$ cat config.mk
export PLATFORM = sky130hd
export DESIGN_NAME = pipeline_scoreboard
export DESIGN_NICKNAME = d
export VERILOG_FILES = /design/src/rtl/pipeline_scoreboard.sv
export SDC_FILE = /design/constraint.sdc
export NUM_CORES = 1
export LEC_CHECK = 0
export CORE_MARGIN = 2
export CORE_UTILIZATION = 30
export DETAILED_ROUTE_END_ITERATION = 16
export PLACE_DENSITY = 0.62
export SETUP_SLACK_MARGIN = 0.2
export SYNTH_ARGS = -nofsm -noshare
export SYNTH_HDL_FRONTEND = slang
export SYNTH_SLANG_ARGS = --single-unit
$ cat constraint.sdc
create_clock -name clk -period 3.08 [get_ports clk]
set_input_delay 0.616 -clock clk [delete_from_list [all_inputs] [get_ports clk]]
set_output_delay 0.616 -clock clk [all_outputs]
set_load 0.005 [all_outputs]
$ cat src/rtl/pipeline_scoreboard.sv
// rtl/pipeline_scoreboard.sv - in-order pipeline hazard scoreboard with forwarding select, load-use stall and flush
module pipeline_scoreboard #(
  parameter int DEPTH            = 3,
  parameter int LOAD_READY_STAGE = 2,
  parameter int FLUSH_STAGES     = 1,
  parameter int CNT_W            = 32,
  localparam int SEL_W           = $clog2(DEPTH + 1)
) (
  input  logic             clk,
  input  logic             rst_n,
  input  logic             issue_valid,
  input  logic [4:0]       issue_rd_addr,
  input  logic             issue_rd_we,
  input  logic             issue_is_load,
  input  logic [4:0]       rs1_addr,
  input  logic [4:0]       rs2_addr,
  input  logic             rs1_used,
  input  logic             rs2_used,
  input  logic             flush,
  output logic             stall,
  output logic [SEL_W-1:0] fwd_rs1_sel,
  output logic [SEL_W-1:0] fwd_rs2_sel,
  output logic             wb_valid,
  output logic             wb_rd_we,
  output logic [4:0]       wb_rd_addr,
  output logic [CNT_W-1:0] stall_count
);

  logic [DEPTH-1:0] valid_q, valid_d;
  logic [DEPTH-1:0] we_q, we_d;
  logic [DEPTH-1:0] load_q, load_d;
  logic [4:0]       rd_q [DEPTH];
  logic [4:0]       rd_d [DEPTH];

  logic             wb_valid_q, wb_rd_we_q;
  logic [4:0]       wb_rd_addr_q;
  logic [CNT_W-1:0] stall_count_q;

  logic [SEL_W-1:0] sel1, sel2;
  logic             hz1, hz2;

  // Scan oldest to youngest so the youngest matching stage wins.
  always_comb begin
    sel1 = '0;
    sel2 = '0;
    hz1  = 1'b0;
    hz2  = 1'b0;
    for (int k = DEPTH - 1; k >= 0; k--) begin
      if (valid_q[k] && we_q[k] && rd_q[k] != 5'd0) begin
        if (rs1_used && rd_q[k] == rs1_addr) begin
          sel1 = SEL_W'(k + 1);
          hz1  = load_q[k] && (k < LOAD_READY_STAGE);
        end
        if (rs2_used && rd_q[k] == rs2_addr) begin
          sel2 = SEL_W'(k + 1);
          hz2  = load_q[k] && (k < LOAD_READY_STAGE);
        end
      end
    end
  end

  assign stall       = issue_valid && !flush && (hz1 || hz2);
  assign fwd_rs1_sel = sel1;
  assign fwd_rs2_sel = sel2;

  always_comb begin
    valid_d    = '0;
    we_d       = '0;
    load_d     = '0;
    valid_d[0] = issue_valid && !stall && !flush;
    we_d[0]    = issue_rd_we;
    load_d[0]  = issue_is_load;
    rd_d[0]    = issue_rd_addr;
    for (int i = 1; i < DEPTH; i++) begin
      valid_d[i] = valid_q[i-1] && !(flush && i <= FLUSH_STAGES);
      we_d[i]    = we_q[i-1];
      load_d[i]  = load_q[i-1];
      rd_d[i]    = rd_q[i-1];
    end
  end

  always_ff @(posedge clk or negedge rst_n) begin
    if (!rst_n) begin
      valid_q       <= '0;
      we_q          <= '0;
      load_q        <= '0;
      for (int i = 0; i < DEPTH; i++) rd_q[i] <= 5'd0;
      wb_valid_q    <= 1'b0;
      wb_rd_we_q    <= 1'b0;
      wb_rd_addr_q  <= 5'd0;
      stall_count_q <= '0;
    end else begin
      valid_q      <= valid_d;
      we_q         <= we_d;
      load_q       <= load_d;
      for (int i = 0; i < DEPTH; i++) rd_q[i] <= rd_d[i];
      wb_valid_q   <= valid_q[DEPTH-1];
      wb_rd_we_q   <= we_q[DEPTH-1];
      wb_rd_addr_q <= rd_q[DEPTH-1];
      if (stall && stall_count_q != {CNT_W{1'b1}})
        stall_count_q <= stall_count_q + CNT_W'(1);
    end
  end

  assign wb_valid    = wb_valid_q;
  assign wb_rd_we    = wb_rd_we_q;
  assign wb_rd_addr  = wb_rd_addr_q;
  assign stall_count = stall_count_q;

endmodule

-- Yosys cells after proc, flatten, opt, wreduce, memory -nomap -nowiden
Index checks and enable logic that the tools add are counted.
- input bits: 23
- register bits: 62
- reductions and logical operators: 24
- mux-type cells: 20
- $add $sub $neg: 1
- equal/unequal tests: 7
- operators by type and width (operator ; count):
    32-bit by 1-bit adder with 32-bit output, second input constant ; 1
    32-bit inequality test, second input constant ; 1
    5-bit equality test ; 6
    2-bit two-way mux ; 12
    1-bit logical AND ; 18
    5-bit nonzero test ; 3
    1-bit two-way mux ; 8
    1-bit zero test ; 2
    1-bit logical OR ; 1

-- Depth between registers and ports, before layout
- word-level depth: 11
- depth in mapped cells: 9

-- Worst setup path after synthesis
OpenSTA, ideal clock, no wires.
- path kind: input to output
- start point: input port rs1_addr[3]
- end point: output port stall
- stages: 7
- slack: 531 ps
- arrival time: 1933 ps
- buffers on the path: 1
- data required time: 2464 ps
- cells stage by stage: xor2_1 nor4_1 nand4_1 o22a_1 o21a_4 buf_2 nor2b_1
- word-level cells in the longest chain between the ends: 8
- RTL lines (what ; RTL line ; RTL):
    from (decl) ; 15 ; input logic [4:0] rs1_addr,
    5-bit equality test ; 50 ; if (rs1_used && rd_q[k] == rs1_addr) begin
    1-bit logical AND ; 50 ;
    1-bit two-way mux ; 50 ;
    1-bit two-way mux ; 49 ; if (valid_q[k] && we_q[k] && rd_q[k] != 5'd0) begin
    1-bit two-way mux ; 50 ;
    1-bit two-way mux * ; 49 ;
    1-bit logical OR * ; 62 ; assign stall = issue_valid && !flush && (hz1 || hz2);
    1-bit logical AND * ; 62 ;
    to (decl) ; 20 ; output logic stall,
Mark *: on every way between the ends. The rest lies on a longest branch, timed or not.

-- Final worst setup path
- start point: register rd_q (netlist bit rd_d[0])
- end point: output port stall
- word-level cells in the longest chain between the ends: 8
- RTL lines (what ; RTL line ; RTL):
    from (decl) ; 32 ; logic [4:0] rd_q [DEPTH];
    5-bit equality test, on equally long branches ; 50, 54 ;
    1-bit logical AND, on equally long branches ; 50, 54 ;
    1-bit two-way mux, on equally long branches ; 50, 54 ;
    1-bit two-way mux ; 49 ;
    1-bit two-way mux, on equally long branches ; 50, 54 ;
    1-bit two-way mux ; 49 ;
    1-bit logical OR * ; 62 ;
    1-bit logical AND * ; 62 ;
Marks and branches as above.

==> results.sh <==
export IMPL_grtUsageTotal_pct=14.3
export IMPL_wl_um=6830
export IMPL_cp_required_ns=2.46
export IMPL_dieHeight_um=101
export IMPL_cts_reportedPaths_clkPinSlew_ns=0.06
export IMPL_synthSimpleGateAreaFrac_pct=21.0
export IMPL_syn_inst=239
export IMPL_place_congestion=0.872
export IMPL_worstSetupEndpointType="output port"
export IMPL_clock_tree_root_cell="clkbuf_8"
export IMPL_grt_antenna_before_repair=0
export IMPL_gr_max_usage_layer="met2"
export IMPL_finalCritPeriodShare_pct=93.1
export IMPL_setup_viol=0
export IMPL_boundaryPins=67
export IMPL_synth_compound_area_share_pct=3.18
export IMPL_vias=2222
export IMPL_finalMaxSlewViolations=0
export IMPL_ys_seq_area_share_pct=54.8
export IMPL_cts_buffers=9
export IMPL_rsz0062_at_grt="true"
export IMPL_synth_top_area_share_pct=54.8
export IMPL_drtIter0Drc=88
export IMPL_min_path_type="in2async"
export IMPL_hold_buffers=0
export IMPL_drv_cap=0
export IMPL_grt_max_degree=54
export IMPL_async_flop_share_pct=100
export IMPL_clock_sinks=62
export IMPL_wl_per_cell_um=14.9
export IMPL_power_leakage_uw=0.00183
export IMPL_htree_num_levels=3
export IMPL_synth_top_cells_by_area="dfrtp_1, xor2_1, xnor2_1"
export IMPL_port_buffer_count=66
export IMPL_crit_path_start_kind="register"
export IMPL_fin_crit_ns=2.87
export IMPL_final_area_sq_mm=0.00405
export IMPL_fin_hold_ws_ns=0.151
export IMPL_layout_drive_gt1_share_pct=20.2
export IMPL_cp_max_fo=4
export IMPL_drtPass1Iterations=4
export IMPL_vias_per_cell=4.85
export IMPL_crit_arrival_ns=2.25
export IMPL_placementRows=35
export IMPL_status="complete, no violations"
export IMPL_synth_seq_cells=62
export IMPL_cts_tree="built"
export IMPL_hold_violations=0
export IMPL_synth_fa_ha_area_share_pct=0.442
export IMPL_synth_nets=263
export IMPL_clock_path_buffers=2
export IMPL_synthTopCellsByCount="dfrtp_1, xor2_1, xnor2_1, nand4_1"
export IMPL_initial_core_util_pct=30.8
export IMPL_met2_usage_pct=21.9
export IMPL_clk_latency_ns=0.33
export IMPL_synth_xor_area_share_pct=18.9
export IMPL_p_total_uw=1700
export IMPL_post_synth_top_count_cell="dfrtp_1"
export IMPL_synth_edf_count=0
export IMPL_postRouteAntennaNets=0
export IMPL_layout_nets=366
export IMPL_area_delta_synth_final_pct=42.9
export IMPL_skew_ns=0.0148
export IMPL_worst_slew_margin_rel_pct=71.4
export IMPL_num_antenna_cells=0
export IMPL_die_w_um=101
export IMPL_postSynthAreaPerCell_sq_um=11.9
export IMPL_synth_cell_types=36
export IMPL_worstSetupPathType="reg2out"
export IMPL_synth_largest_area_cell="dfrtp_1"
export IMPL_postPlaceCellArea_sq_mm=0.00379
export IMPL_place_hpwl_um=4880
export IMPL_netlist_area_sq_mm=0.00283
export IMPL_first_global_vias=2233
export IMPL_muxShareOfSynthArea_pct=0.398
export IMPL_fmax_mhz=349
export IMPL_dieArea_sq_mm=0.0102
export IMPL_met1_usage_pct=19.4
export IMPL_pwr_density_cell_mw_per_mm2=419
export IMPL_tightest_slew_ns=0.428
export IMPL_ys_flop_type="dfrtp_1"
export IMPL_synth_top_family_by_area="simple AND/OR/NAND/NOR gates"
export IMPL_drt_drc_violations_left=0
export IMPL_overflow=0
export IMPL_use_met3_pct=3.04
export IMPL_vdd_drop_max_mv=0.167
export IMPL_grt_first_pass_wirelength_um=11300
export IMPL_core_area_sq_mm=0.00920
export IMPL_fill_cells=875
export IMPL_synth_warnings=0
-- layout make-up --
type	count	area, sq um	area share, %
Clock inverter	6	61.3	1.51
Timing Repair Buffer	96	872	21.5
Multi-Input combinational cell	170	1270	31.4
Clock buffer	10	138	3.40
Inverter	3	11.3	0.278
Tap cell	111	139	3.43
Sequential cell	62	1550	38.4
-- cell families after synthesis --
group           count (synthesis)
simple gates                   97
flops                          62
xor+xnor                       61
compound gates                 10
buf+inv                         7
mux                             1
fa+ha+maj                       1
-- worst max-delay path, cell delays in order, from the launching register on --
cell and delay, ns:
dfrtp_1 0.43, buf_4 0.16, xor2_1 0.14, nor4_2 0.30
nand4_1 0.18, o22a_1 0.28, o21a_4 0.23, nor2b_1 0.09
buf_2 0.11
-- worst paths after layout --
check                                from               to  slack (ns)  depth (start not counted)
min in group clk                load_q[0]        load_q[1]        0.36                          0
max in group asynchronous           rst_n          rd_q[0]        2.38                          2
setup / recovery                  rd_d[0]            stall        0.21                          8
setup reg to reg           stall_count[0]  stall_count[19]        0.47                          9
hold / removal                      rst_n          rd_d[5]        0.15                          1
hold reg to reg                 load_q[0]        load_q[1]        0.36                          0
-- power breakdown --
group | switching (uW) | internal [uW] | leakage (uW)
clock network | 314 | 393 | 0.000102
registers | 21.8 | 835 | 0.000801
logic | 61.0 | 72.0 | 0.000926
total | 397 | 1300 | 0.00183
-- flip-flops by register name, indices dropped and copies added, names as in the netlist --
signal / count
wb_rd_we: 1
stall_count: 32
load_q: 2
wb_valid: 1
rd_d: 10
wb_rd_addr: 5
we_q: 3
rd_q: 5
valid_q: 3
-- layer usage --
| metal | wire length, um | up-vias |
|---|---|---|
| li1 | - | 1059 |
| met1 | 3150 | 1078 |
| met2 | 3180 | 72 |
| met3 | 313 | 13 |
| met4 | 195 | 0 |
| met5 | 0 | - |
-- placed cells by master (no fill, tap or decap), types with 2 or more instances in the layout --
master,n
dfrtp_1,60
clkdlybuf4s50_1,50
xor2_1,39
buf_4,28
xnor2_1,21
nand4_1,15
nand3_1,14
nor3_1,13
dlygate4sd2_1,11
clkbuf_8,10
nand2_1,8
nor2_1,8
nor4_2,5
or3_1,4
and4_1,4
nor4_1,3
inv_1,3
nor2b_1,3
and2_1,3
nor4b_1,3
clkinv_2,3
clkbuf_2,3
o311a_1,2
nor3_2,2
a21o_1,2
or4_1,2
and3_1,2
or2_2,2
nor3b_1,2
buf_2,2
buf_12,2
dfrtp_2,2
-- repair_timing --
item | 4_1_cts | 5_1_grt
cloned | 0 | 0
pin swaps | 11 | 4
endpoints found under the setup margin | 5 | 2
resized for setup | 23 | 8
setup buffers | 7 | 1
endpoints found under the hold margin | 0 | 0
-- through the flow --
| stage | std cells | utilization, % | TNS (ns) | worst slack (ns) |
|---|---|---|---|---|
| final | 458 | 44.0 | 0 | 0.212 |
| after global routing | 458 | 44.0 | 0 | 0.0421 |
| after CTS | 457 | 44.0 | 0 | 0.180 |
| after detailed placement | 434 | 41.2 | -1.22 | -0.418 |
| after global placement | 434 | 41.2 | -0.959 | -0.387 |
| after floorplan | 239 | - | 0 | 0.531 |
(Power assumes the default switching activity.)
